File: src/rtl/mach_dieu_khien_xe_oto_if.sv
// mach_dieu_khien_xe_oto_if: driver request inputs and speed level output
interface mach_dieu_khien_xe_oto_if;
  logic brake;
  logic accelerate;
  logic [1:0] w;
  modport master(output brake, output accelerate, input w);
  modport slave(input brake, input accelerate, output w);
endinterface

File: src/rtl/mach_dieu_khien_xe_oto.sv
// mach_dieu_khien_xe_oto: four-level saturating speed FSM, brake has priority over accelerate
module mach_dieu_khien_xe_oto (
  input  logic clk,
  input  logic reset,
  mach_dieu_khien_xe_oto_if.slave bus
);
  typedef enum logic [1:0] {STOP = 2'b00, SLOW = 2'b01, MEDIUM = 2'b10, FAST = 2'b11} state_t;
  state_t state, next;
  always_ff @(posedge clk or posedge reset)
    if (reset) state <= STOP;
    else state <= next;
  always_comb
    next = bus.brake      ? (state == STOP ? STOP : state_t'(state - 2'd1)) :
           bus.accelerate ? (state == FAST ? FAST : state_t'(state + 2'd1)) : state;
  always_comb bus.w = state;
endmodule

File: src/flat_wrapper.sv
// flat-port wrapper written by rule: the top's interface ports become plain ports
module mach_dieu_khien_xe_oto_flat 
  (clk, reset, bus_brake, bus_accelerate, bus_w);
  mach_dieu_khien_xe_oto_if bus_i ();
  input  logic clk;
  input  logic reset;
  input wire logic [$bits(bus_i.brake)-1:0] bus_brake;
  input wire logic [$bits(bus_i.accelerate)-1:0] bus_accelerate;
  output wire logic [$bits(bus_i.w)-1:0] bus_w;
  assign bus_i.brake = bus_brake;
  assign bus_i.accelerate = bus_accelerate;
  assign bus_w = bus_i.w;
  mach_dieu_khien_xe_oto u_core (.clk(clk), .reset(reset), .bus(bus_i));
endmodule
File: config.mk
export PLATFORM = sky130hd
export DESIGN_NAME = mach_dieu_khien_xe_oto_flat
export DESIGN_NICKNAME = d
export VERILOG_FILES = /design/src/rtl/mach_dieu_khien_xe_oto_if.sv /design/src/rtl/mach_dieu_khien_xe_oto.sv /design/src/flat_wrapper.sv
export SDC_FILE = /design/constraint.sdc
export NUM_CORES = 1
export LEC_CHECK = 0
export CORE_AREA = 4 4 41 43
export DETAILED_ROUTE_END_ITERATION = 8
export DIE_AREA = 0 0 45 47
export GPL_TIMING_DRIVEN = 1
export PLACE_DENSITY = 0.35
export SLEW_MARGIN = 25
export SYNTH_ARGS = -nofsm -noshare
export SYNTH_HDL_FRONTEND = slang
export SYNTH_SLANG_ARGS = --single-unit
export TNS_END_PERCENT = 50
File: constraint.sdc
create_clock -name clk -period 2.55 [get_ports clk]
set_input_delay 0.3825 -clock clk [delete_from_list [all_inputs] [get_ports clk]]
set_output_delay 0.3825 -clock clk [all_outputs]
set_load 0.01 [all_outputs]
# Yosys cells after proc, flatten, opt, wreduce, memory -nomap -nowiden
# Cells that the tools add are included.
[totals]
output_inout_bits = 2
reg_bits = 2
inputBits = 4
wordCells = 10
[classes]
n_addsub = 2
muxes = 4
eq_ne = 1
n_reduce_logical = 2
[ops]
columns = ["op", "count"]
rows = [
  ["$mux W2", 4],
  ["$add A2 B1 Y2 const B", 1],
  ["$eq A2 B2 Y1 const B", 1],
  ["$logic_not A2 Y1", 1],
  ["$reduce_bool A2 Y1", 1],
  ["$sub A2 B1 Y2 const B", 1],
]

# Logic depth before layout (Yosys ltp)
# Gate-level depths: netlist of run 1.
[logic_depth]
depth_word = 4
depth_mapped = 3

# Least setup slack after synthesis of run 1
# Ideal clock, no wire load.
[synth_path]
path_kind = "register to register"
from = "reg u_core.state[1], in the netlist u_core.bus.w[1]"
to = "reg u_core.state[0], in the netlist u_core.bus.w[0]"
t_arrival_ns = 0.807
slack_ns = 1.640
path_buffers = 0
setup_ns = 0.104
stages_incl_launch_ff = 4
required_time_ns = 2.446
period_less_slack_ns = 0.910
path_cell_list = "dfrtp_1 -> inv_1 -> a21o_1 -> a221oi_1"
[synth_via]
elab_chain_len = 4
elab_cells_between_ends = 6
cone_classes = "1 x eq/ne; 4 x mux; 1 x reduce/logical"
[synth_rtl]
columns = ["element", "line_no", "source"]
rows = [
  ["start, declared", "mach_dieu_khien_xe_oto.sv:8", "state_t state, next;"],
  ["start signal, assigned", "mach_dieu_khien_xe_oto.sv:11", "else state <= next;"],
  ["$eq A2 B2 Y1", "mach_dieu_khien_xe_oto.sv:14", "bus.accelerate ? (state == FAST ? FAST : state_t'(state + 2'd1)) : state;"],
  ["$mux W2 (2 in a row)", "mach_dieu_khien_xe_oto.sv:14", ""],
  ["$mux W2 *", "mach_dieu_khien_xe_oto.sv:13", "next = bus.brake ? (state == STOP ? STOP : state_t'(state - 2'd1)) :"],
]
# Mark *: on every way between the ends. The rest lies on a longest branch, timed or not. The select of a mux whose other input is x is not followed.
# A chain may end at the register's enable or synchronous reset.

# Worst setup path after layout of run 1
[layout_path]
from = "reg u_core.state[0], in the netlist u_core.bus.w[0]"
to = "out bus_w[0]"
[layout_rtl]
columns = ["element", "line_no", "source"]
rows = [
  ["end, declared", "flat_wrapper.sv:9", "output wire logic [$bits(bus_i.w)-1:0] bus_w;"],
]
# No word-level cell between the ends.

==> implementation parameters, run 1 <==
Parameter                              Value

Global routing
  GRT overflow ... 0
  Global-route usage over all layers ... 3.16%
  First-pass GRT wire length ... ~390 µm
  Number of global-route vias before repair ... 117
  Maximum number of pins on one net before global-route repair ... 6
  Number of antenna violations at the first check in global routing ... 0

Cells and area
  Net count reported at finish ... 24
  Count of fill cells added during filler insertion ... about 150
  Max FFs per register ... 2
  Layout overhead on the synthesized area ... 96.1%
  Fraction of layout cells with a size suffix above 1 ... 16.7%
  Antenna diode count ... 0

Timing
  Unrepaired setup endpoints after global routing ... false
  Clock Skew ... 0.00162 ns
  Minimum period implied by the final worst setup slack ... 1.54 ns
  Number of setup violations in the final report ... 0
  Transition at the pin with the smallest max-transition slack ... 0.219 ns
  Peak Freq ... 0.651 GHz
  Final Slew Violations ... 0
  Final-report hold violation count ... 0
  Summed negative setup slack over all endpoints ... 0 ns
  Period utilisation layout ... between 60% and 70%
  Worst slew margin relative to its limit ... a little under nine tenths

Power and ir drop
  Power density over cell area ... 1040 nW/µm²
  P_leak ... 0.0797 nW
  Worst vdd ir ... 0.000257 V
  Total chip power ... around 0.00019 W

Synthesis
  Top cell type's share of synthesized area ... 52.6%
  Post-Synthesis Mean Instance Area ... approximately 9.5 µm²
  Number of synthesized register bits ... 2
  Count of warnings emitted by yosys ... 0
  Largest area contributor in the synthesized netlist ... dfrtp_1
  Synth unique cells ... 7
  Register area share after synthesis ... 52.6%
  Summed instance area of the synthesized netlist ... 95.1 µm²
  Post-synthesis instance total ... 10
  Net Count, Synth ... 14
  Leading cell types by total area after synthesis ... dfrtp_1 53%, o21ai_0 11%, a221oi_1 9.2%

Clock network
  Clock latency at the later pin of the worst-skew pair ... 0.22 ns
  CTS H-tree lvls ... 1
  Register clock-pin slew on the reported worst setup and hold paths ... 0.03 ns
  Hold Buf Count CTS ... 0
  Setup fix buffers added after clock tree synthesis ... 0
  Number of sinks on the clock net ... 2
  Buffer levels on the longest clock path ... 2
  TritonCTS Buffers ... 3
  Cells resized by post-CTS repair ... 0
  CTS tree ... done
  Clock root buffer master ... clkbuf_4

Floorplanning
  Row count ... 13
  Area of the die ... between 2000 and 2500 µm²
  Boundary pin count ... 6
  Die W ... 45 µm
  Initial standard-cell utilization of the core ... 7.31%
  Die Ht ... around 47 µm
  Placeable core region ... about 1300 µm²

Drt
  Routed vias ... 100
  Wire length reported by the detailed router ... between 200 and 300 µm
  Drt first pass iters ... 2
  Iteration-0 DRC Markers ... 3
  Wire length per cell after detailed routing ... 7.70 µm
  Detail Route Antenna Nets ... 0
  Post-route DRC violation count ... 0
  Vias per inst ... 3.03

Setup path
  CP bufs+invs ... 1
  Worst setup path startpoint ... u_core.bus.w[0]$_DFFE_PP0P_
  Top cell family by delay on the critical path ... buffers and inverters
  Cell chain of the critical path ... clkdlybuf4s50_1
  Critical path type ... reg2out
  Startpoint of the worst-slack reg-to-reg timing path ... u_core.bus.w[1]$_DFFE_PP0P_
  Critical register-to-register path endpoint ... u_core.bus.w[0]$_DFFE_PP0P_
  Worst Path Max Fanout ... 4
  Worst path max stage delay ... 0.56 ns
  Critical-path top delay cell ... clkdlybuf4s50_1
  Type of destination of the critical path ... primary output
  Worst-case reg-to-reg path depth ... 3
  Data arrival, critical path ... 1.15 ns
  Register-to-register setup slack ... between 1.5 and 2 ns
  Kind of start point of the critical path ... flop
  Critical path data required time ... 2.17 ns

Run
  Max-capacitance violation count ... 0

Place
  Port Buffer Count ... 5
  RD Place Congestion ... 0.624

Hold path
  Worst min-delay path class ... in2async

Run status
  Outcome ... completed
==> through the flow <==
step / cell area, µm² / utilization [%] / instances / hold WS, ns / worst slack (ns)
floorplan: 95.1 / - / 10 / 0.124 / 1.64
global placement: 164 / 12.6 / 30 / 0.501 / 1.22
detailed placement: 164 / 12.6 / 30 / 0.518 / 1.17
CTS: 186 / 14.3 / 33 / 0.324 / 0.994
global route: 186 / 14.3 / 33 / 0.333 / 0.934
finish: 186 / 14.3 / 33 / 0.329 / 1.01
==> report_power, final <==
part	total, W	leakage (nW)	internal [W]	switching (W)
Sequential	0.0000594	0.0244	0.0000469	0.0000125
Combinational	0.0000647	0.0415	0.0000393	0.0000254
Clock	0.0000690	0.0138	0.0000518	0.0000171
Total	0.000193	0.0797	0.000138	0.0000551
==> synthesized netlist by cell type <==
cell / n
dfrtp_1: 2
inv_1: 2
o21ai_0: 2
a21o_1: 1
a221oi_1: 1
nor2b_1: 1
nor3_1: 1
==> logic make-up (layout without fill, tap and decap cells) <==
group / after synthesis / after routing / synth area share [%]
DFF: 2 / 2 / 52.6
and+or+nand+nor: 2 / 2 / 11.8
AOI/OAI and AO/OA: 4 / 4 / 27.6
buffers and inverters: 2 / 10 / 7.90
==> worst max-delay path by stage <==
stage | cells past startpoint | slack [ns] | endpoint
final | 1 | 1.01 | bus_w[0]
after global routing | 1 | 0.93 | bus_w[0]
after CTS | 1 | 0.99 | bus_w[0]
after detailed placement | 3 | 1.17 | u_core.bus.w[0]$_DFFE_PP0P_
after global placement | 3 | 1.22 | u_core.bus.w[0]$_DFFE_PP0P_
after floorplan | 3 | 1.64 | u_core.bus.w[0]$_DFFE_PP0P_
==> cell usage in the layout (no fill, tap or decap) <==
cell | Yosys | routed
a21o_1 | 1 | 1
a221oi_1 | 1 | 1
clkbuf_4 | 0 | 3
clkdlybuf4s50_1 | 0 | 5
dfrtp_1 | 2 | 2
inv_1 | 2 | 2
nor2b_1 | 1 | 1
nor3_1 | 1 | 1
o21ai_0 | 2 | 2
==> metal layers <==
metal | global-route usage [%] | vias up | routed length, µm
li1 | - | 51 | -
met1 | 2.50 | 43 | 93
met2 | 3.67 | 6 | 102
met3 | 2.68 | 0 | 58
met4 | 5.26 | 0 | 0
met5 | 0 | - | 0
==> layout make-up <==
type	count	area (µm²)	area share, %
timing repair buffer	5	50.0	26.8
inverter	2	7.51	4.03
tap	15	18.8	10.1
multi-input combinational	6	37.5	20.1
sequential	2	50.0	26.8
clock buffer	3	22.5	12.1
Note: power is estimated with default switching activity, not from simulation.
==> inputs of run 2 (changes only) <==
- PLACE_DENSITY: 0.35 -> 0.36
- clock period: 2.55 -> 1.4 ns (I/O delays scaled with it)
==> run 2 against run 1 <==
Clock power up 88%; combinational power up 81%; critical path type unchanged; global-route usage up 1.1 points; core utilization up 0.19 points.
==> implementation parameters, run 2 (synthesis results as in run 1) <==
Parameter                              Value

Run status
  Outcome ... completed (unchanged)

Global routing
  First-pass GRT wire length ... 531 µm (was 386 µm)
  GRT overflow ... 0 (unchanged)
  Number of global-route vias before repair ... 144 (was 117)
  Maximum number of pins on one net before global-route repair ... 6 (unchanged)
  Number of antenna violations at the first check in global routing ... 0 (unchanged)
  Global-route usage over all layers ... 4.27% (was 3.16%)

Timing
  Minimum period implied by the final worst setup slack ... 1.34 ns
  Period utilisation layout ... 95.7%
  Transition at the pin with the smallest max-transition slack ... 0.248 ns (was 0.219 ns)
  Peak Freq ... 0.746 GHz
  Worst slew margin relative to its limit ... 83.5% (was 85.4%)
  Setup ws final ... 0.0598 ns (was 1.01 ns)
  Clock Skew ... 0.00202 ns (was 0.00162 ns)
  Number of setup violations in the final report ... 0 (unchanged)
  Final-report hold violation count ... 0 (unchanged)
  Summed negative setup slack over all endpoints ... 0 ns (unchanged)
  Unrepaired setup endpoints after global routing ... false (unchanged)
  Final Slew Violations ... 0 (unchanged)

Setup path
  Critical path type ... reg2out (unchanged)
  End point of the critical path ... bus_w[1] (was bus_w[0])
  Critical register-to-register path endpoint ... u_core.bus.w[0]$_DFFE_PP0P_ (unchanged)
  Worst-case reg-to-reg path depth ... 3 (unchanged)
  Critical path data required time ... 1.19 ns (was 2.17 ns)
  Worst path max stage delay ... 0.55 ns (was 0.56 ns)
  Cell depth of the worst setup path ... 1 (unchanged)
  Critical-path top delay cell ... clkdlybuf4s50_1 (unchanged)
  Startpoint of the worst-slack reg-to-reg timing path ... u_core.bus.w[1]$_DFFE_PP0P_ (unchanged)
  Cell chain of the critical path ... clkdlybuf4s50_1 (unchanged)
  Top cell family by delay on the critical path ... buffers and inverters (unchanged)
  Worst Path Max Fanout ... 3 (was 4)
  Kind of start point of the critical path ... flop (unchanged)
  Type of destination of the critical path ... primary output (unchanged)
  Register-to-register setup slack ... 0.45 ns (was 1.66 ns)
  CP bufs+invs ... 1 (unchanged)
  Worst setup path startpoint ... u_core.bus.w[1]$_DFFE_PP0P_ (was u_core.bus.w[0]$_DFFE_PP0P_)
  Data arrival, critical path ... 1.13 ns (was 1.15 ns)

Cells and area
  Most used cells in the layout excluding fill and tap cells ... 4 x clkdlybuf4s50_1, 3 x clkbuf_4, 2 x inv_1, 2 x o21ai_0, 2 x dfrtp_1 (was 5 x clkdlybuf4s50_1, 3 x clkbuf_4, 2 x inv_1, 2 x o21ai_0, 2 x dfrtp_1)
  Antenna diode count ... 0 (unchanged)
  Fraction of layout cells with a size suffix above 1 ... 16.7% (unchanged)
  Max FFs per register ... 2 (unchanged)
  Most common cell after layout, fill and taps aside ... clkdlybuf4s50_1 (unchanged)
  Share of the core filled with cells ... 14.5% (was 14.3%)
  Net count reported at finish ... 24 (unchanged)
  Layout overhead on the synthesized area ... 98.7% (was 96.1%)

Drt
  Iteration-0 DRC Markers ... 4 (was 3)
  Routed vias ... 106 (was 100)
  Post-route DRC violation count ... 0 (unchanged)
  Wire length reported by the detailed router ... 295 µm (was 254 µm)
  Wire length per cell after detailed routing ... 8.94 µm (was 7.70 µm)
  Drt first pass iters ... 3 (was 2)
  Detail Route Antenna Nets ... 0 (unchanged)
  Vias per inst ... 3.21 (was 3.03)

Clock network
  CTS tree ... done (unchanged)
  Number of sinks on the clock net ... 2 (unchanged)
  Hold Buf Count CTS ... 0 (unchanged)
  Register clock-pin slew on the reported worst setup and hold paths ... 0.03 ns (about the same)
  Clock latency at the later pin of the worst-skew pair ... 0.23 ns (was 0.22 ns)
  Buffer levels on the longest clock path ... 2 (unchanged)
  Setup fix buffers added after clock tree synthesis ... 0 (unchanged)
  TritonCTS Buffers ... 3 (unchanged)
  Clock root buffer master ... clkbuf_4 (unchanged)
  CTS H-tree lvls ... 1 (unchanged)

Floorplanning
  Initial standard-cell utilization of the core ... 7.31% (unchanged)
  Die W ... 45 µm (unchanged)
  Row count ... 13 (unchanged)
  Area of the die ... 2120 µm² (unchanged)
  Boundary pin count ... 6 (unchanged)
  Placeable core region ... 1300 µm² (unchanged)
  Die Ht ... 47 µm (unchanged)

Run
  Max-capacitance violation count ... 0 (unchanged)

Power and ir drop
  P_leak ... 0.0903 nW (was 0.0797 nW)
  Power density over cell area ... 1890 nW/µm² (was 1040 nW/µm²)
  Worst vdd ir ... 0.000367 V (was 0.000257 V)

Place
  RD Place Congestion ... 0.623 (was 0.624)
  Worst setup slack after placement ... 0.190 ns (was 1.17 ns)
  Port Buffer Count ... 5 (unchanged)

Hold path
  Worst min-delay path class ... in2async (unchanged)
## run 2: cell count changes in the layout (fill, tap and decap cells not counted)
cell             before  now
clkdlybuf4s50_1       5    4
dlymetal6s2s_1        0    1
## run 2: repair_timing
action                                  CTS  global route
resized for setup                         0             1
endpoints found under the hold margin     0             0
endpoints found under the setup margin    0             1
## run 2: worst min-delay path by stage
| stage | end | slack [ns] | cells after the start |
|---|---|---|---|
| finish | u_core.bus.w[0]$_DFFE_PP0P_ | 0.14 | 2 |
| global route | u_core.bus.w[0]$_DFFE_PP0P_ | 0.15 | 2 |
| CTS | u_core.bus.w[1]$_DFFE_PP0P_ | 0.14 | 2 |
| detailed placement | u_core.bus.w[1]$_DFFE_PP0P_ | 0.38 | 2 |
| global placement | u_core.bus.w[1]$_DFFE_PP0P_ | 0.38 | 2 |
| floorplan | u_core.bus.w[0]$_DFFE_PP0P_ | -0.05 | 1 |
## run 2: metrics by stage
stage	total power [W]	cells	cell area, µm²	hold WS, ns
after detailed placement	0.000232	30	164	0.377
final	0.000358	33	189	0.142
after global routing	0.000391	33	189	0.149
after global placement	0.000224	30	164	0.376
after CTS	0.000369	33	186	0.141
after floorplan	0.000155	10	95.1	-0.0488
## run 2: metal layers
layer | global-route usage (%) | wire, µm | share of wire (%)
met1 | 2.96 | 134 | 45
met2 | 5.37 | 107 | 36
met3 | 4.98 | 54 | 18
met4 | 5.26 | 0 | 0
met5 | 0 | 0 | 0
## run 2: cell type report
cell class	instances	area [µm²]
Inverter	2	7.51
Multi-Input combinational cell	6	37.5
Sequential cell	2	50.0
Timing Repair Buffer	5	52.6
Fill cell	156	1110
Tap cell	15	18.8
Clock buffer	3	22.5
## run 2: power by group
part / total (W) / internal (W) / switching (W) / leakage (nW)
registers: 0.000111 / 0.0000853 / 0.0000254 / 0.0244
logic: 0.000117 / 0.0000681 / 0.0000494 / 0.0521
clock network: 0.000130 / 0.0000948 / 0.0000349 / 0.0138
total: 0.000358 / 0.000248 / 0.000110 / 0.0903
